===== config.mk =====
export PLATFORM = sky130hd
export DESIGN_NAME = booth_seq_ctrl_flat
export DESIGN_NICKNAME = d
export VERILOG_FILES = /design/src/rtl/booth_seq_ctrl_if.sv /design/src/rtl/booth_seq_ctrl.sv /design/src/flat_wrapper.sv
export SDC_FILE = /design/constraint.sdc
export NUM_CORES = 1
export LEC_CHECK = 0
export ABC_CLOCK_PERIOD_IN_PS = 2300
export BUFFER_PORTS_ARGS = -buffer_cell sky130_fd_sc_hd__buf_2
export CORE_MARGIN = 5
export CORE_UTILIZATION = 45
export DETAILED_ROUTE_END_ITERATION = 12
export PLACE_DENSITY = 0.77
export SLEW_MARGIN = 10
export SYNTH_ARGS = -nofsm -noshare
export SYNTH_HDL_FRONTEND = slang
export SYNTH_SLANG_ARGS = --single-unit

===== constraint.sdc =====
create_clock -name clk -period 2.3 [get_ports clk]
set_clock_uncertainty 0.2 [all_clocks]
set_input_delay 0.115 -clock clk [delete_from_list [all_inputs] [get_ports clk]]
set_output_delay 0.115 -clock clk [all_outputs]
set_load 0.1 [all_outputs]

===== src/rtl/booth_seq_ctrl_if.sv =====
// Signal bundle between booth_seq_ctrl, its operand producer, its result consumer and the Booth datapath.
// master = environment side (producer/consumer/datapath), slave = the sequencer.
interface booth_seq_ctrl_if #(
  parameter int WIDTH = 32
);
  logic                 in_valid;
  logic                 in_ready;
  logic [WIDTH-1:0]     in_a;
  logic [WIDTH-1:0]     in_b;
  logic [WIDTH-1:0]     mul_in1;
  logic [WIDTH-1:0]     mul_in2;
  logic                 mul_load;
  logic [2*WIDTH-1:0]   mul_prod;
  logic                 res_valid;
  logic                 res_ready;
  logic [2*WIDTH-1:0]   res;
  logic                 busy;

  modport master (
    output in_valid, in_a, in_b, res_ready, mul_prod,
    input  in_ready, mul_in1, mul_in2, mul_load, res_valid, res, busy
  );

  modport slave (
    input  in_valid, in_a, in_b, res_ready, mul_prod,
    output in_ready, mul_in1, mul_in2, mul_load, res_valid, res, busy
  );
endinterface


===== src/rtl/booth_seq_ctrl.sv =====
// Sequencer framing a radix-2 Booth multiplier datapath with operand and result valid/ready handshakes.
// Optional build macro BOOTH_ZERO_SKIP_EN: a zero operand bypasses the datapath and returns 0 from LOAD.
module booth_seq_ctrl #(
  parameter int WIDTH = 32,
  parameter int CNT_W = 6
) (
  input  logic            clk,
  input  logic            rst,
  booth_seq_ctrl_if.slave bus
);

  typedef enum logic [2:0] {
    S_IDLE,
    S_LOAD,
    S_RUN,
    S_CAPT,
    S_DONE
  } state_t;

  state_t             r_state;
  state_t             w_nextState;
  logic [CNT_W-1:0]   r_cnt;
  logic [WIDTH-1:0]   r_opa;
  logic [WIDTH-1:0]   r_opb;
  logic [2*WIDTH-1:0] r_res;
  logic               w_lastIter;
  logic               w_inReady;
  logic               w_mulLoad;
  logic               w_busy;
  logic               w_resValid;

`ifdef BOOTH_ZERO_SKIP_EN
  logic               w_zeroOp;
  assign w_zeroOp = (r_opa == '0) || (r_opb == '0);
`endif

  assign w_lastIter = (r_cnt == CNT_W'(WIDTH - 1));

  always_comb begin
    w_nextState = r_state;
    w_inReady   = 1'b0;
    w_mulLoad   = 1'b1;
    w_busy      = 1'b0;
    w_resValid  = 1'b0;
    case (r_state)
      S_IDLE: begin
        w_inReady = 1'b1;
        if (bus.in_valid) w_nextState = S_LOAD;
      end
      S_LOAD: begin
        w_busy      = 1'b1;
        w_nextState = S_RUN;
`ifdef BOOTH_ZERO_SKIP_EN
        if (w_zeroOp) w_nextState = S_DONE;
`endif
      end
      // Only state where the datapath is released to iterate.
      S_RUN: begin
        w_busy    = 1'b1;
        w_mulLoad = 1'b0;
        if (w_lastIter) w_nextState = S_CAPT;
      end
      S_CAPT: begin
        w_busy      = 1'b1;
        w_nextState = S_DONE;
      end
      S_DONE: begin
        w_resValid = 1'b1;
        if (bus.res_ready) w_nextState = S_IDLE;
      end
      default: w_nextState = S_IDLE;
    endcase
  end

  always_ff @(posedge clk or negedge rst) begin
    if (!rst) begin
      r_state <= S_IDLE;
      r_cnt   <= '0;
      r_opa   <= '0;
      r_opb   <= '0;
      r_res   <= '0;
    end else begin
      r_state <= w_nextState;
      case (r_state)
        S_IDLE: begin
          if (bus.in_valid) begin
            r_opa <= bus.in_a;
            r_opb <= bus.in_b;
          end
        end
        S_LOAD: begin
          r_cnt <= '0;
`ifdef BOOTH_ZERO_SKIP_EN
          if (w_zeroOp) r_res <= '0;
`endif
        end
        S_RUN:   r_cnt <= r_cnt + 1'b1;
        S_CAPT:  r_res <= bus.mul_prod;
        default: ;
      endcase
    end
  end

  assign bus.mul_in1   = r_opa;
  assign bus.mul_in2   = r_opb;
  assign bus.mul_load  = w_mulLoad;
  assign bus.in_ready  = w_inReady;
  assign bus.busy      = w_busy;
  assign bus.res_valid = w_resValid;
  assign bus.res       = r_res;

endmodule


===== src/flat_wrapper.sv =====
// flat-port wrapper written by rule: the top's interface ports become plain ports
module booth_seq_ctrl_flat 
#(
  parameter int WIDTH = 32,
  parameter int CNT_W = 6
)
  (clk, rst, bus_in_valid, bus_in_a, bus_in_b, bus_res_ready, bus_mul_prod, bus_in_ready, bus_mul_in1, bus_mul_in2, bus_mul_load, bus_res_valid, bus_res, bus_busy);
  booth_seq_ctrl_if #(.WIDTH(WIDTH)) bus_i ();
  input  logic clk;
  input  logic rst;
  input wire logic [$bits(bus_i.in_valid)-1:0] bus_in_valid;
  input wire logic [$bits(bus_i.in_a)-1:0] bus_in_a;
  input wire logic [$bits(bus_i.in_b)-1:0] bus_in_b;
  input wire logic [$bits(bus_i.res_ready)-1:0] bus_res_ready;
  input wire logic [$bits(bus_i.mul_prod)-1:0] bus_mul_prod;
  output wire logic [$bits(bus_i.in_ready)-1:0] bus_in_ready;
  output wire logic [$bits(bus_i.mul_in1)-1:0] bus_mul_in1;
  output wire logic [$bits(bus_i.mul_in2)-1:0] bus_mul_in2;
  output wire logic [$bits(bus_i.mul_load)-1:0] bus_mul_load;
  output wire logic [$bits(bus_i.res_valid)-1:0] bus_res_valid;
  output wire logic [$bits(bus_i.res)-1:0] bus_res;
  output wire logic [$bits(bus_i.busy)-1:0] bus_busy;
  assign bus_i.in_valid = bus_in_valid;
  assign bus_i.in_a = bus_in_a;
  assign bus_i.in_b = bus_in_b;
  assign bus_i.res_ready = bus_res_ready;
  assign bus_i.mul_prod = bus_mul_prod;
  assign bus_in_ready = bus_i.in_ready;
  assign bus_mul_in1 = bus_i.mul_in1;
  assign bus_mul_in2 = bus_i.mul_in2;
  assign bus_mul_load = bus_i.mul_load;
  assign bus_res_valid = bus_i.res_valid;
  assign bus_res = bus_i.res;
  assign bus_busy = bus_i.busy;
  booth_seq_ctrl #(.WIDTH(WIDTH), .CNT_W(CNT_W)) u_core (.clk(clk), .rst(rst), .bus(bus_i));
endmodule

=== Word level (Yosys, flattened, before mapping) ===
Index checks and enable logic that the tools add are counted.

* Bits in registers: 137
* Memories kept: 0
* Memory bits (read-only): 0
* Input bits: 132
* Output and inout bits: 132
* Bits in writable memories: 0
* Latch bits: 0
* Logic and storage cells: 28

* Reductions and logical operators: 5
* Divide/modulo/power cells: 0
* Equal/unequal tests: 8
* $mul: 0
* Bitwise operators: 0
* Muxes and demuxes: 9
* $lt $le $gt $ge: 0
* $add $sub $neg: 1
* Shifts and indexed selects: 0

{| class="wikitable"
|+ Operator list
! cell !! count
|-
| 3-bit one-hot mux with 5 select lines || 1
|-
| 6-bit one-hot mux with 2 select lines || 1
|-
| 3-bit two-way mux || 3
|-
| 6-bit by 1-bit adder with 6-bit output, second input constant || 1
|-
| 3-bit by 2-bit equality test with 1-bit output, second input constant || 2
|-
| 6-bit by 5-bit equality test with 1-bit output, second input constant || 1
|-
| 1-bit two-way mux || 4
|-
| 2-bit != test, second input constant || 2
|-
| 3-bit by 1-bit equality test with 1-bit output, second input constant || 1
|-
| 3-bit equality test, second input constant || 1
|-
| 3-bit logical NOT || 1
|-
| 3-bit AND reduction || 1
|-
| 3-bit OR reduction || 1
|-
| 2-bit by 1-bit != test with 1-bit output, second input constant || 1
|-
| 2-bit AND reduction || 1
|-
| 2-bit nonzero test || 1
|}

=== Longest topological paths before layout ===
Gate-level depths: netlist of the first run.

* Word-level depth: 3
* Mapped depth: 6
* Depth with buffers taken out: 4

=== Worst setup path after synthesis of the first run ===
OpenSTA, ideal clock, no wires.

* Path type: reg2reg
* Start: register u_core.r_state[0]
* End: register u_core.r_opa[13] (netlist: u_core.bus.mul_in1[13])
* Buffers on the path: 3
* Arrival: 2.170 ns
* Slack: -0.196 ns
* Clock period less this slack: 2.496 ns
* Library setup time: 0.126 ns
* Data required time: 1.974 ns
* Stages on the path, launching flop included: 7
* Cell sequence: dfrtp_1 -> buf_4 -> nor3_4 -> and2_4 -> buf_12 -> buf_12 -> mux2_4

* Longest elaborated chain between the ends: 2

{| class="wikitable"
|+ Ends and longest elaborated chain
! element !! line !! RTL
|-
| start: declaration || booth_seq_ctrl.sv:20 || <nowiki>state_t r_state;</nowiki>
|-
| start signal: assignment || booth_seq_ctrl.sv:83 || <nowiki>r_state <= w_nextState;</nowiki>
|-
| 3-bit logical NOT || booth_seq_ctrl.sv:84 || <nowiki>case (r_state)</nowiki>
|-
| 2-bit AND reduction (no source line) || -- ||
|-
| end signal: assignment || booth_seq_ctrl.sv:87 || <nowiki>r_opa <= bus.in_a;</nowiki>
|-
| end: declaration || booth_seq_ctrl.sv:23 || <nowiki>logic [WIDTH-1:0] r_opa;</nowiki>
|}

Every way passes these cells.
A chain may end at the register's enable or synchronous reset.

=== Worst setup path in the final report of the first run ===
* Start: register u_core.r_state[0]
* End: output bus_res_valid

* Longest elaborated chain between the ends: 2

{| class="wikitable"
|+ Ends and longest elaborated chain
! element !! line !! RTL
|-
| 3-bit equality test || booth_seq_ctrl.sv:45 || <nowiki>case (r_state)</nowiki>
|-
| 1-bit two-way mux || booth_seq_ctrl.sv:45 ||
|-
| end: declaration || flat_wrapper.sv:20 || <nowiki>output wire logic [$bits(bus_i.res_valid)-1:0] bus_res_valid;</nowiki>
|}

Every way passes these cells.

==> metrics.md, run 1 <==
| Metric | Value |
|---|---|
| Initial Util | 45.8% |
| Max-cap viol count | 0 |
| Critical Path AT | 1.83 ns |
| Synth area leaders | dfrtp_1, mux2_4, mux2_2 |
| Fin crit period | 2.14 ns |
| Worst path top cell family by delay | buffers and inverters |
| Fin crit share | 93.1% |
| Top-count cell post-synth | dfrtp_1 |
| Final setup vio count | 0 |
| Worst hold path class | input pin to asynchronous set/reset pin |
| CTS Buf Count | 17 |
| Worst path bufs/invs | 3 |
| Post-detail-place hpwl | 10.4 mm |
| Final hold violations | 8 |
| TNS Setup | 0 ns |
| Placer Congestion | 0.737 |
| GR Overflow Total | 0 |
| Worst-skew pair later-pin latency | 0.40 ns |
| Ys async rst share | 100% |
| Dominant cell type by area after synthesis | dfrtp_1 |
| Post CTS Setup Buffer Count | 0 |
| Final core utilization | 73.1% |
| Share of cells above drive strength 1 | 58.5% |
| Critical Path RT | 1.99 ns |
| Post-synth cell types | 30 |
| Slew Limit Headroom | 64.8% |
| Vias in the first global route | 5034 |
| Top-area cell type share of the netlist area | 59.5% |
| Mapped Area | 5760 sq um |
| Failing checks | hold timing |
| Row cnt | 41 |
| Nature of the critical path endpoint | output pin |
| Most used DFF post-synth | dfrtp_1 |
| Ports | 264 |
| Post-synth EDFFs | 0 |
| Pre-antenna DRT Iters | 4 |
| Largest stage delay on the critical path | 0.42 ns |
| Worst-path fanout max | 16 |
| Drt drc | 0 |
| Yosys warning total | 0 |
| Die area | 15200 sq um |
| Clock transition at the registers of the reported paths | 0.06 ns |
| Via count | 4405 |
| Initial antenna violation count | 1 |
| First-pass GRT wire length | 26.3 mm |
| Initial drt markers | 251 |
| Slew @ Worst Pin | 0.532 ns |
| Detail Route Antenna Nets | 0 |
| CP max-delay cell | buf_2 |
| I/O Buffers | 263 |
| Crit start category | register |
| Sink Count | 137 |
| GRT Overall Usage | 22.6% |
| Final Net Count | 867 |
| Largest net degree at the start of global routing | 69 |
| Mean Syn Cell Area | 17.5 sq um |
| Slew Viols, Final | 0 |
| Post_cts resized | 0 |
| Unrepaired setup endpoints after global routing | no |
| Mapped Nets | 463 |
| Post-synthesis sequential area ratio | 59.5% |
| H-tree depth | 4 |
| Hold Slack | -0.0109 ns |
| DRT Wirelength | 17.0 mm |
| Synth Register Bits | 137 |
| Reg-to-reg slack, setup | 0.33 ns |
| Cell count after synthesis | 330 |
| Clock root buffer | clkbuf_16 |
| CORE AREA | 12600 sq um |
| Max Clock Freq | 467 MHz |
| Avg Vias per Cell | 4.79 |
| Die Ht | 123 microns |
| Most instantiated cells after synthesis | dfrtp_1, mux2_4, mux2_2, o21ai_0, buf_6 |
| Area Overhead vs Synth | 59.5% |
| CTS max path bufs | 2 |
| Crit-path cells | buf_4, nor2_1, nand2_1, inv_1, buf_2 |
| Die span in x | 123 microns |
| Wirelength per Cell | 18.5 microns |
| CP Class | register to output pin |
| Status | finished, violations left |
| CTS tree | built |
## per-layer routing
metal  vias up  global-route usage (%)  part of all wire, %
met5         -                       0                    0
met2       211                    40.5                   53
met4         0                    11.6                  3.8
li1       1974                       -                    -
met3        59                    7.55                  7.5
met1      2161                    23.4                   35
## path summary, 6_finish.rpt
check                                    from                endpoint  depth (start not counted)
min in group clk                  bus_in_a[0]   u_core.bus.mul_in1[0]                          3
hold reg to reg            u_core.bus.res[36]      u_core.bus.res[36]                          1
hold / removal                            rst   u_core.bus.mul_in2[0]                          2
max in group asynchronous                 rst  u_core.bus.mul_in2[25]                          3
setup reg to reg            u_core.r_state[1]  u_core.bus.mul_in2[31]                          4
setup / recovery            u_core.r_state[0]           bus_res_valid                          5
## logic make-up after synthesis
| kind of cell | after synthesis | synth area share, % |
|---|---|---|
| xor gates and xnor gates | 1 | 0.152 |
| muxes | 128 | 31.4 |
| adders and majority gates | 1 | 0.217 |
| AOI/OAI and AO/OA | 21 | 2.32 |
| DFF | 137 | 59.5 |
| and+or+nand+nor | 20 | 2.15 |
| buffers and inverters | 22 | 4.21 |
## worst reg2reg max path: stages (launching register included)
cell and delay (ns):
dfrtp_1 0.53, nor3_4 0.19, and2_4 0.27, buf_12 0.27
mux2_2 0.40
## registers in the layout, indices dropped and copies added, names as in the netlist
| name | flops |
|---|---|
| u_core.bus.mul_in1 | 32 |
| u_core.r_cnt | 6 |
| u_core.bus.res | 64 |
| u_core.r_state | 3 |
| u_core.bus.mul_in2 | 32 |
## placed cells by master (no fill, tap or decap), drive strengths merged
cell         count
a21oi            2
a22oi            2
a2bb2oi          1
a311o            1
a41o             1
a41oi            2
and2             2
and3             2
buf            273
bufinv           5
clkbuf          20
clkinv           6
clkinvlp         1
dfrtp          137
diode            1
dlygate4sd3    131
ha               1
inv              3
mux2           128
nand2            3
nand2b           1
nand3            1
nand4            1
nor2             4
nor2b            1
nor3             3
nor4b            2
o21ai           11
o31ai            1
xnor2            1
## per-stage QoR
stage                     instance area [sq um]  hold WS, ns  worst slack [ns]  instances
after global routing                       9190       0.0228            0.0144        920
after floorplan                            5760       -0.381            -0.194        330
final                                      9190      -0.0109             0.160        920
after CTS                                  9180      0.00392             0.132        919
after detailed placement                   7210       -0.139             0.364        756
after global placement                     7210       -0.150             0.426        756
## area by class of cell
| cell class | instances | area, sq um |
|---|---|---|
| sequential | 137 | 3430 |
| fill | 736 | 3380 |
| timing repair buffer | 404 | 2770 |
| multi-input combinational | 171 | 2100 |
| clock buffer | 20 | 467 |
| tap | 172 | 215 |
| clock inverter | 12 | 195 |
| inverter | 3 | 11.3 |
| antenna | 1 | 2.50 |
## what timing repair did
item | CTS | global route
hold buffers | 131 | 0
hold endpoints to repair | 267 | 0
setup endpoints to repair | 0 | 0
Power of run 1 is not shown: default switching activity piles up to over one toggle a cycle in this logic, so the estimate is an artifact.
==> run 2, diff against run 1 <==
--- a/config.mk
+++ b/config.mk
@@ -5,13 +5,13 @@
 export SDC_FILE = /design/constraint.sdc
 export NUM_CORES = 1
 export LEC_CHECK = 0
-export ABC_CLOCK_PERIOD_IN_PS = 2300
+export ABC_CLOCK_PERIOD_IN_PS = 2200
 export BUFFER_PORTS_ARGS = -buffer_cell sky130_fd_sc_hd__buf_2
 export CORE_MARGIN = 5
 export CORE_UTILIZATION = 45
 export DETAILED_ROUTE_END_ITERATION = 12
 export PLACE_DENSITY = 0.77
-export SLEW_MARGIN = 10
+export SLEW_MARGIN = 20
 export SYNTH_ARGS = -nofsm -noshare
 export SYNTH_HDL_FRONTEND = slang
 export SYNTH_SLANG_ARGS = --single-unit
==> constraint.sdc (replaced) <==
create_clock -name clk -period 2.2 [get_ports clk]
set_clock_uncertainty 0.2 [all_clocks]
set_input_delay 0.11 -clock clk [delete_from_list [all_inputs] [get_ports clk]]
set_output_delay 0.11 -clock clk [all_outputs]
set_load 0.1 [all_outputs]
==> metrics.md, run 2 (synthesized netlist as in run 1, its figures left out) <==
| Metric | Value |
|---|---|
| Hold depth | 3 |
| Post-detail-place hpwl | 10.6 mm (+1.7%) |
| Clock root buffer | clkbuf_16 |
| Largest stage delay on the critical path | 0.58 ns (+0.16 ns) |
| Via count | 4402 (-0.068%) |
| Worst path bufs/invs | 2 (-1) |
| Slew @ Worst Pin | 0.514 ns (-0.0177 ns) |
| Initial drt markers | 202 (-20%) |
| Worst r2r src | u_core.r_state[2] |
| Crit-path cells | buf_4, nor2_1, nand2_1, buf_2 |
| Die span in x | 123 microns (unchanged) |
| Status | finished clean |
| Sink Count | 137 (unchanged) |
| Die area | 15200 sq um (unchanged) |
| Most frequent cells in the layout | buf_2, dfrtp_1, dlygate4sd3_1 |
| Fin crit period | 2.11 ns |
| Detail Route Antenna Nets | 0 (unchanged) |
| Ports | 264 (unchanged) |
| Critical Path AT | 1.80 ns (-0.03 ns) |
| Crit start category | register |
| Drt drc | 0 (unchanged) |
| Vias in the first global route | 5019 (-0.30%) |
| Share of cells above drive strength 1 | 58.7% (+0.24 points) |
| R2R depth | 4 (unchanged) |
| Placer Congestion | 0.766 (+3.9%) |
| Nature of the critical path endpoint | output pin |
| CP max-delay cell | dfrtp_1 |
| CTS tree | built |
| Initial antenna violation count | 1 (unchanged) |
| CTS max path bufs | 2 (unchanged) |
| Final hold violations | 0 (-8) |
| Avg Vias per Cell | 4.77 (-0.28%) |
| Unrepaired setup endpoints after global routing | no |
| H-tree depth | 4 (unchanged) |
| Clock transition at the registers of the reported paths | 0.06 ns (about the same) |
| Pre-antenna DRT Iters | 4 (unchanged) |
| Worst-path fanout max | 12 (-4) |
| Initial Util | 45.8% (unchanged) |
| DRT Wirelength | 17.4 mm (+2.5%) |
| GRT Overall Usage | 23.3% (+0.69 points) |
| Worst hold path class | input pin to register |
| GR Overflow Total | 0 (unchanged) |
| CTS Buf Count | 17 (unchanged) |
| Critical Path RT | 1.89 ns (-0.10 ns) |
| Area Overhead vs Synth | 60.0% |
| Row cnt | 41 (unchanged) |
| Final setup vio count | 0 (unchanged) |
| I/O Buffers | 263 (unchanged) |
| First-pass GRT wire length | 26.7 mm (+1.4%) |
| Placed Cells | 758 (+0.26%) |
| Max-cap viol count | 0 (unchanged) |
| Slew Limit Headroom | 65.9% (+1.2 points) |
| Worst path top cell family by delay | buffers and inverters |
| Hold Crit Start | bus_in_valid |
| Worst-skew pair later-pin latency | 0.41 ns (about the same) |
| Final Net Count | 869 (+0.23%) |
| Worst Setup SP | u_core.r_state[2] |
| Worst path depth | 4 (-1) |
| Commonest non-fill, non-tap cell in the layout | buf_2 |
| CP Class | register to output pin |
| Wirelength per Cell | 18.9 microns (+2.3%) |
| Die Ht | 123 microns (unchanged) |
| Largest register FFs | 64 (unchanged) |
| Non-filler instance count after layout | 922 (+0.22%) |
| Slew Viols, Final | 0 (unchanged) |
| Max Clock Freq | 475 MHz |
| Largest net degree at the start of global routing | 48 (-30%) |
| Fin crit share | 95.8% |
| CORE AREA | 12600 sq um (unchanged) |
[run 2: changes by cell type in the layout (fill, tap and decap cells not counted), sizes merged]
cell,change
buf,+2
inv,+2
bufinv,-1
clkbuf,-2
clkinv,-1
clkinvlp,+2
[run 2: what timing repair did]
| item | 4_1_cts | 5_1_grt |
|---|---|---|
| setup buffers | 0 | 0 |
| endpoints found under the hold margin | 266 | 0 |
| hold buffers | 131 | 0 |
| setup endpoints to repair | 0 | 1 |
| gates resized for setup | 0 | 2 |
[run 2: per-layer routing]
| layer | up-vias | part of all wire, % | GRT usage [%] |
|---|---|---|---|
| met4 | 0 | 3.2 | 10.7 |
| li1 | 1986 | - | - |
| met5 | - | 0 | 0 |
| met1 | 2175 | 34 | 23.7 |
| met3 | 50 | 7.3 | 7.64 |
| met2 | 191 | 55 | 43.0 |
[run 2: through the flow]
stage | instance area (sq um) | utilization, % | setup TNS (ns) | setup slack [ns] | hold WS [ns]
finish | 9220 | 73.3 | 0 | 0.0932 | 0.0598
CTS | 9210 | 73.3 | 0 | 0.0106 | 0.0468
global placement | 7270 | 57.8 | 0 | 0.285 | -0.146
floorplan | 5770 | - | -17.49 | -0.294 | -0.386
detailed placement | 7270 | 57.8 | 0 | 0.232 | -0.139
global route | 9220 | 73.3 | 0 | 0.00155 | 0.0581
[run 2: worst paths after layout]
path                                     endpoint  slack [ns]
max                                  bus_mul_load        0.09
min                             u_core.r_state[0]        0.06
max reg2reg                 u_core.bus.mul_in1[1]        0.20
min reg2reg                 u_core.bus.mul_in1[4]        0.30
max in group asynchronous   u_core.bus.mul_in2[2]        0.54
min in group asynchronous  u_core.bus.mul_in2[23]        0.55
[run 2: cell type report]
cell class              instances  area [sq um]
flip-flops and latches        137          3430
clock buffers                  18           439
inverters                       3          11.3
multi-input cells             171          2100
well taps                     172           215
fillers                       752          3350
repair buffers                406          2830
clock inverters                14           196
diodes                          1          2.50
[run 2: worst reg2reg max path, delay by kind of cell, from the launching register on]
kind | cells | cell delay [ns]
AND/OR/NAND/NOR | 2 | 0.59
flip-flops | 1 | 0.52
multiplexers | 1 | 0.36
buffers and inverters | 1 | 0.22
Power of run 2 is left out for the same reason.
